==> config.mk <==
export PLATFORM = sky130hd
export DESIGN_NAME = superscalar_datapath
export DESIGN_NICKNAME = d
export VERILOG_FILES = /design/src/rtl/superscalar_pkg.sv /design/src/rtl/dp_lane.sv /design/src/rtl/superscalar_datapath.sv
export SDC_FILE = /design/constraint.sdc
export NUM_CORES = 2
export LEC_CHECK = 0
export ABC_CLOCK_PERIOD_IN_PS = 10600
export BUFFER_PORTS_ARGS = -buffer_cell sky130_fd_sc_hd__clkbuf_2
export CORE_AREA = 2 2 290 292
export DETAILED_ROUTE_END_ITERATION = 8
export DIE_AREA = 0 0 292 294
export HOLD_SLACK_MARGIN = 0.12
export MAX_ROUTING_LAYER = met4
export PLACE_DENSITY = 0.76
export SETUP_SLACK_MARGIN = 0.15
export SLEW_MARGIN = 20
export SYNTH_ARGS = -nofsm -noshare
export SYNTH_HDL_FRONTEND = slang
export SYNTH_HIERARCHICAL = 1
export SYNTH_SLANG_ARGS = --single-unit
==> constraint.sdc <==
create_clock -name clk -period 10.6 [get_ports clk]
set_input_delay 1.59 -clock clk [delete_from_list [all_inputs] [get_ports clk]]
set_output_delay 1.59 -clock clk [all_outputs]
set_load 0.01 [all_outputs]
==> src/rtl/superscalar_pkg.sv <==
// Shared encodings for the superscalar datapath: ALU opcodes, immediate formats,
// writeback result selects and the supported lane count.
package superscalar_pkg;

    localparam int MAX_ISSUE_W = 4;

    localparam logic [3:0] ALU_ADD  = 4'd0;
    localparam logic [3:0] ALU_SUB  = 4'd1;
    localparam logic [3:0] ALU_AND  = 4'd2;
    localparam logic [3:0] ALU_OR   = 4'd3;
    localparam logic [3:0] ALU_XOR  = 4'd4;
    localparam logic [3:0] ALU_SLT  = 4'd5;
    localparam logic [3:0] ALU_SLTU = 4'd6;
    localparam logic [3:0] ALU_SLL  = 4'd7;
    localparam logic [3:0] ALU_SRL  = 4'd8;
    localparam logic [3:0] ALU_SRA  = 4'd9;

    typedef enum logic [1:0] {
        IMM_I = 2'b00,
        IMM_S = 2'b01,
        IMM_B = 2'b10,
        IMM_J = 2'b11
    } imm_sel_e;

    typedef enum logic [1:0] {
        RES_ALU = 2'b00,
        RES_MEM = 2'b01,
        RES_PC4 = 2'b10,
        RES_IMM = 2'b11
    } res_sel_e;

endpackage

==> src/rtl/dp_lane.sv <==
// One execute lane: immediate extension, operand-B mux, ALU, zero flag and
// writeback result mux. Purely combinational.
module dp_lane
    import superscalar_pkg::*;
#(
    parameter int XLEN = 32
) (
    input  logic [31:7]     instr,
    input  logic [1:0]      imm_src,
    input  logic [3:0]      alu_ctrl,
    input  logic            alu_src,
    input  logic [1:0]      result_src,
    input  logic [XLEN-1:0] src_a,
    input  logic [XLEN-1:0] src_b,
    input  logic [XLEN-1:0] read_data,
    input  logic [XLEN-1:0] lane_pc,
    output logic [XLEN-1:0] alu_result,
    output logic [XLEN-1:0] result,
    output logic            zero
);

    logic [31:0]     imm32;
    logic [XLEN-1:0] imm_ext;
    logic [XLEN-1:0] op_b;
    logic [4:0]      shamt;
    imm_sel_e        imm_sel;
    res_sel_e        res_sel;

    assign imm_sel = imm_sel_e'(imm_src);
    assign res_sel = res_sel_e'(result_src);

    always_comb begin
        imm32 = '0;
        case (imm_sel)
            IMM_I: imm32 = {{20{instr[31]}}, instr[31:20]};
            IMM_S: imm32 = {{20{instr[31]}}, instr[31:25], instr[11:7]};
            IMM_B: imm32 = {{19{instr[31]}}, instr[31], instr[7], instr[30:25], instr[11:8], 1'b0};
            IMM_J: imm32 = {{11{instr[31]}}, instr[31], instr[19:12], instr[20], instr[30:21], 1'b0};
            default: imm32 = '0;
        endcase
    end

    // Signed size cast sign-extends the 32-bit immediate to the datapath width
    assign imm_ext = XLEN'($signed(imm32));
    assign op_b    = alu_src ? imm_ext : src_b;
    assign shamt   = op_b[4:0];

    always_comb begin
        alu_result = '0;
        case (alu_ctrl)
            ALU_ADD:  alu_result = src_a + op_b;
            ALU_SUB:  alu_result = src_a - op_b;
            ALU_AND:  alu_result = src_a & op_b;
            ALU_OR:   alu_result = src_a | op_b;
            ALU_XOR:  alu_result = src_a ^ op_b;
            ALU_SLT:  alu_result = XLEN'($signed(src_a) < $signed(op_b));
            ALU_SLTU: alu_result = XLEN'(src_a < op_b);
            ALU_SLL:  alu_result = src_a << shamt;
            ALU_SRL:  alu_result = src_a >> shamt;
            ALU_SRA:  alu_result = $signed(src_a) >>> shamt;
            default:  alu_result = '0;
        endcase
    end

    assign zero = (alu_result == '0);

    always_comb begin
        result = '0;
        case (res_sel)
            RES_ALU: result = alu_result;
            RES_MEM: result = read_data;
            RES_PC4: result = lane_pc + XLEN'(4);
            RES_IMM: result = imm_ext;
            default: result = '0;
        endcase
    end

endmodule

==> src/rtl/superscalar_datapath.sv <==
// Multi-issue datapath: fetch PC, execute (X) and writeback (W) registers around
// ISSUE_W dp_lane instances. Performance counters exist only with DP_PERF_CNT_EN.
module superscalar_datapath
    import superscalar_pkg::*;
#(
    parameter int              XLEN     = 32,
    parameter int              ISSUE_W  = 2,
    parameter logic [XLEN-1:0] RESET_PC = '0
) (
    input  logic                    clk,
    input  logic                    reset,
    input  logic                    stall,
    input  logic                    redirect_valid,
    input  logic [XLEN-1:0]         redirect_target,
    input  logic [ISSUE_W-1:0]      in_valid,
    input  logic [ISSUE_W*32-1:0]   instr,
    input  logic [ISSUE_W*2-1:0]    imm_src,
    input  logic [ISSUE_W*4-1:0]    alu_ctrl,
    input  logic [ISSUE_W-1:0]      alu_src,
    input  logic [ISSUE_W*2-1:0]    result_src,
    input  logic [ISSUE_W*XLEN-1:0] src_a,
    input  logic [ISSUE_W*XLEN-1:0] src_b,
    input  logic [ISSUE_W*XLEN-1:0] read_data,
    output logic [XLEN-1:0]         pc,
    output logic [ISSUE_W-1:0]      x_zero,
    output logic [ISSUE_W*XLEN-1:0] x_alu_result,
    output logic [ISSUE_W*XLEN-1:0] x_write_data,
    output logic [ISSUE_W-1:0]      wb_valid,
    output logic [ISSUE_W*XLEN-1:0] wb_result,
    output logic [31:0]             cycle_cnt,
    output logic [31:0]             retired_cnt
);

    logic [XLEN-1:0]         pc_q;
    logic [ISSUE_W-1:0]      x_valid;
    logic [31:7]             x_instr [ISSUE_W];
    logic [XLEN-1:0]         x_pc    [ISSUE_W];
    logic [ISSUE_W*2-1:0]    x_imm_src;
    logic [ISSUE_W*4-1:0]    x_alu_ctrl;
    logic [ISSUE_W-1:0]      x_alu_src;
    logic [ISSUE_W*2-1:0]    x_result_src;
    logic [ISSUE_W*XLEN-1:0] x_src_a;
    logic [ISSUE_W*XLEN-1:0] x_src_b;
    logic [ISSUE_W*XLEN-1:0] x_read_data;
    logic [ISSUE_W*XLEN-1:0] x_result;
    logic [ISSUE_W-1:0]      wb_valid_q;
    logic [ISSUE_W*XLEN-1:0] wb_result_q;

    assign pc           = pc_q;
    assign x_write_data = x_src_b;
    assign wb_valid     = wb_valid_q;
    assign wb_result    = wb_result_q;

    // Redirect wins over stall so a taken branch is never lost while frozen
    always_ff @(posedge clk or negedge reset) begin
        if (!reset) begin
            pc_q <= RESET_PC;
        end else if (redirect_valid) begin
            pc_q <= redirect_target;
        end else if (!stall) begin
            pc_q <= pc_q + XLEN'(4 * ISSUE_W);
        end
    end

    always_ff @(posedge clk or negedge reset) begin
        if (!reset) begin
            x_valid <= '0;
        end else if (redirect_valid) begin
            x_valid <= '0;
        end else if (!stall) begin
            x_valid <= in_valid;
        end
    end

    always_ff @(posedge clk or negedge reset) begin
        if (!reset) begin
            for (int i = 0; i < ISSUE_W; i++) begin
                x_instr[i] <= '0;
                x_pc[i]    <= '0;
            end
            x_imm_src    <= '0;
            x_alu_ctrl   <= '0;
            x_alu_src    <= '0;
            x_result_src <= '0;
            x_src_a      <= '0;
            x_src_b      <= '0;
            x_read_data  <= '0;
        end else if (!stall) begin
            for (int i = 0; i < ISSUE_W; i++) begin
                x_instr[i] <= instr[i*32+7 +: 25];
                x_pc[i]    <= pc_q + XLEN'(4 * i);
            end
            x_imm_src    <= imm_src;
            x_alu_ctrl   <= alu_ctrl;
            x_alu_src    <= alu_src;
            x_result_src <= result_src;
            x_src_a      <= src_a;
            x_src_b      <= src_b;
            x_read_data  <= read_data;
        end
    end

    for (genvar g = 0; g < ISSUE_W; g++) begin : g_lane
        dp_lane #(.XLEN(XLEN)) u_lane (
            .instr      (x_instr[g]),
            .imm_src    (x_imm_src[g*2 +: 2]),
            .alu_ctrl   (x_alu_ctrl[g*4 +: 4]),
            .alu_src    (x_alu_src[g]),
            .result_src (x_result_src[g*2 +: 2]),
            .src_a      (x_src_a[g*XLEN +: XLEN]),
            .src_b      (x_src_b[g*XLEN +: XLEN]),
            .read_data  (x_read_data[g*XLEN +: XLEN]),
            .lane_pc    (x_pc[g]),
            .alu_result (x_alu_result[g*XLEN +: XLEN]),
            .result     (x_result[g*XLEN +: XLEN]),
            .zero       (x_zero[g])
        );
    end

    // W holds under stall even if a redirect lands in the same cycle
    always_ff @(posedge clk or negedge reset) begin
        if (!reset) begin
            wb_valid_q  <= '0;
            wb_result_q <= '0;
        end else if (!stall) begin
            wb_valid_q  <= x_valid;
            wb_result_q <= x_result;
        end
    end

`ifdef DP_PERF_CNT_EN
    logic [31:0] cycle_q;
    logic [31:0] retired_q;
    logic [31:0] wb_pop;

    always_comb begin
        wb_pop = '0;
        for (int i = 0; i < ISSUE_W; i++) begin
            wb_pop = wb_pop + 32'(wb_valid_q[i]);
        end
    end

    always_ff @(posedge clk or negedge reset) begin
        if (!reset) begin
            cycle_q   <= '0;
            retired_q <= '0;
        end else begin
            cycle_q   <= cycle_q + 32'd1;
            retired_q <= retired_q + wb_pop;
        end
    end

    assign cycle_cnt   = cycle_q;
    assign retired_cnt = retired_q;
`else
    assign cycle_cnt   = '0;
    assign retired_cnt = '0;
`endif

endmodule
==> summary.txt <==
Timing
  • Total negative setup slack: 0 ns
  • Rel. slew slack: 19.2%
  • Hold Vio Cnt, Final: 0
  • Tcrit/Tclk final: 87.9%
  • Clock skew: 0.0513 ns
  • Final Max Tran Viols: 0
  • RSZ-0062 raised after global routing: false
  • Final critical-path required period: 9.32 ns
  • # setup viols final: 0
  • Worst-Margin Slew: approximately 1.2 ns
  • Peak Freq: 0.107 GHz

Drt
  • Initial DRC count: 5975
  • Wire length per cell: about 34 microns
  • Vias: between 40k and 50k
  • Drt first pass iters: 8
  • Routed Antenna Nets: 0
  • Total wire length: 214000 microns
  • DRC: 0
  • Avg Vias per Cell: 7.07

CTS
  • CTS tree: yes
  • Clock Path Buffers: 3
  • Clk pin slew, worst setup/hold paths: 0.07 ns
  • CTS Sinks: 422
  • Post-CTS resize count: 0
  • Post-CTS setup buffer count: 0
  • CTS Hold Bufs: 0
  • Clock insertion delay at the later pin of the skew report: approximately 0.66 ns
  • Number of clock buffers inserted by TritonCTS: 47
  • H-tree Lvls: 2
  • Root buffer cell: clkbuf_16

Floorplan
  • IO Count: 604
  • Die H: approximately 290 microns
  • Core ar.: 0.0829 sq mm
  • Die span in x: around 290 microns
  • Standard-cell row count: 106
  • Starting density of the core: between 40% and 50%
  • DIE AREA: 0.0858 sq mm

Logic synthesis
  • Asr flop ratio synth: 100%
  • Post-synthesis cell type count: ~120
  • Synth warn: 6
  • Synth Flop Type: dfrtp_1
  • #FFs+latches synth: 422
  • Register area share after synthesis: 25.7%
  • Syn_area_per_cell: between 8 and 9 sq um
  • Post-synthesis cell area: around 0.04 sq mm
  • Syn Inst Count: 4737
  • EDFF count, synth: 0

Worst setup path
  • Slowest CP cell: dfrtp_1
  • Crit-path cells: mux2i_1 -> a21oi_1 -> mux2_2 -> inv_1 -> ha_1 -> or2_2 -> nor4_2 -> nor4b_1 -> a22oi_1 -> o2111ai_1 -> a2bb2oi_1 -> mux2i_1 -> or4_4 -> nor4_1 -> nand4bb_1 -> or4_1 -> nor3_2 -> clkbuf_2
  • Arr. time, crit path: about 7.7 ns
  • Kind of critical path: reg2out
  • Crit path launch type: register
  • Crit-path max FO: 14
  • Crit-path leading delay family: simple AND/OR/NAND/NOR gates
  • WP buf/inv: 2
  • CP required: 9.01 ns
  • Setup crit end kind: output pin
  • Max stage delay on crit path: 0.97 ns
  • Crit path top cell by count: mux2i_1

Final layout
  • Layout Utilization: between 50% and 60%
  • Area Growth Syn to Fin: 12.0%
  • Finished Layout Cells: 6211
  • Commonest non-fill, non-tap cell in the layout: clkbuf_2
  • Layout cell share with drive strength beyond 1: 25.6%
  • Most frequent cells in the layout: clkbuf_2, dfrtp_1, mux2_2
  • Final nets: approximately 5.6k

Run status
  • Status: finished, final reports clean

Job
  • Max Cap Viol: 0

Placed design
  • Placed wire-length estimate: about 170000 microns
  • Placed cells: between 6k and 7k
  • Port Buf Inserts: ~530
  • Routability cong.: roughly 1.1

Power and ir drop
  • VDD IR max: 0.156 mV
  • P_leak: 19.8 nW
  • PD cells: 187 mW/mm^2
  • Tot Pwr: 8.58 mW

GRT
  • Largest net degree at the start of global routing: approximately 130
  • Grt ovf: 0
  • Number of global-route vias before repair: between 40k and 50k
  • GRT Util Overall: 49.4%
  • First-pass GRT wire length: 299000 microns
  • Initial antenna violation count: 19

Min path
  • Worst min path class: reg2reg
[per-stage QoR]
step | hold WS [ns] | worst slack (ns) | instance area, sq um
after floorplan | 0.474 | 3.42 | 41300
after global placement | 0.482 | 2.11 | 44300
after detailed placement | 0.488 | 2.17 | 44300
after CTS | 0.500 | 1.45 | 45900
after global routing | 0.506 | 1.13 | 46000
final | 0.501 | 1.28 | 46000
[Yosys cell counts, drive strengths merged (27+ instances only)]
cell     count  area share (%)
dfrtp      422              26
mux2       407              11
nand2      335             3.1
nor2       326             3.0
o21ai      310             3.8
a21oi      257             3.1
clkbuf     227             2.1
mux2i      213             5.4
buf        200             3.0
ha         196             6.0
inv        195             1.8
o211ai     155             2.8
nand3      123             1.5
nor3        98             1.2
xnor2       88             1.9
a31oi       81             1.2
a211oi      77             1.4
a22oi       62             1.1
mux4        62             3.4
nand4       53            0.87
nor4        50            0.81
or3         49            0.76
nor2b       47            0.72
o221ai      42            0.90
and2        38            0.58
a221oi      36            0.78
and3        35            0.53
o22ai       34            0.53
xor2        33            0.70
o31ai       30            0.55
o2111ai     29            0.63
nand2b      28            0.43
a21boi      27            0.49
or4         27            0.53
[final timing paths]
path / slack, ns / to / start / cells after the start
hold reg to reg: 0.50 / x_read_data[32]$_DFFE_PN0N_ / x_read_data[32]$_DFFE_PN0N_ / 1
setup / recovery: 1.28 / x_zero[0] / x_imm_src[0]$_DFFE_PN0N_ / 18
setup reg to reg: 3.61 / wb_result[31]$_DFFE_PN0N_ / x_imm_src[0]$_DFFE_PN0N_ / 17
hold / removal: 0.50 / x_read_data[32]$_DFFE_PN0N_ / x_read_data[32]$_DFFE_PN0N_ / 1
max in group asynchronous: 7.82 / x_result_src[1]$_DFFE_PN0N_ / reset / 3
min in group asynchronous: 0.88 / x_write_data[36]$_DFFE_PN0N_ / reset / 1
[cell families (layout without fill, tap and decap cells)]
logic type / after synthesis / after routing / synth area share (%)
xor+xnor: 121 / 121 / 2.65
other cells: 1 / 80 / 0.00914
compound gates: 1390 / 1390 / 22.9
mux: 682 / 682 / 20.0
fa+ha+maj: 198 / 198 / 6.07
simple gates: 1298 / 1298 / 15.8
buf+inv: 625 / 940 / 6.87
flops: 422 / 422 / 25.7
[area by class of cell]
cell class | instances | area [sq um]
repair buffers | 658 | 3670
clock inverters | 19 | 283
diodes | 16 | 40.0
fillers | 7527 | 36900
multi-input cells | 3753 | 28000
inverters | 198 | 746
well taps | 1080 | 1350
flip-flops and latches | 422 | 10600
clock buffers | 65 | 1320
[power breakdown]
part | internal [mW] | switching [mW]
clock network | 0.979 | 0.746
registers | 1.83 | 0.325
logic | 1.56 | 3.14
[layer usage]
layer  vias to the layer above  global-route usage [%]  share of wire [%]
li1                      18400                       -                  -
met1                     21300                    57.2                 35
met2                      3252                    73.0                 43
met3                       964                    10.5                 10
met4                         0                    42.4                 11
met5                         -                       -                  0
[worst register-to-register path, cell delays in order, from the launching register on]
cell and delay [ns]:
dfrtp_1 0.74, xnor2_4 0.74, mux2i_4 0.57, nand2_4 0.42, inv_2 0.15, ha_1 0.36, nor3b_1 0.22, o31a_1 0.33
a41oi_1 0.58, a2111oi_2 0.20, o21ai_1 0.50, a211oi_1 0.24, o31a_1 0.31, o211ai_1 0.22, mux2i_1 0.10, o21ai_0 0.71
mux4_2 0.39, mux2_2 0.14
[state kept, by name, indices dropped and copies added (netlist names)]
signal	cells
wb_result	64
x_read_data	64
x_src_a	64
x_write_data	64
x_pc	62
x_instr	50
pc	32
x_alu_ctrl	8
x_imm_src	4
x_result_src	4
wb_valid	2
x_alu_src	2
x_valid	2
(Power assumes the default switching activity.)
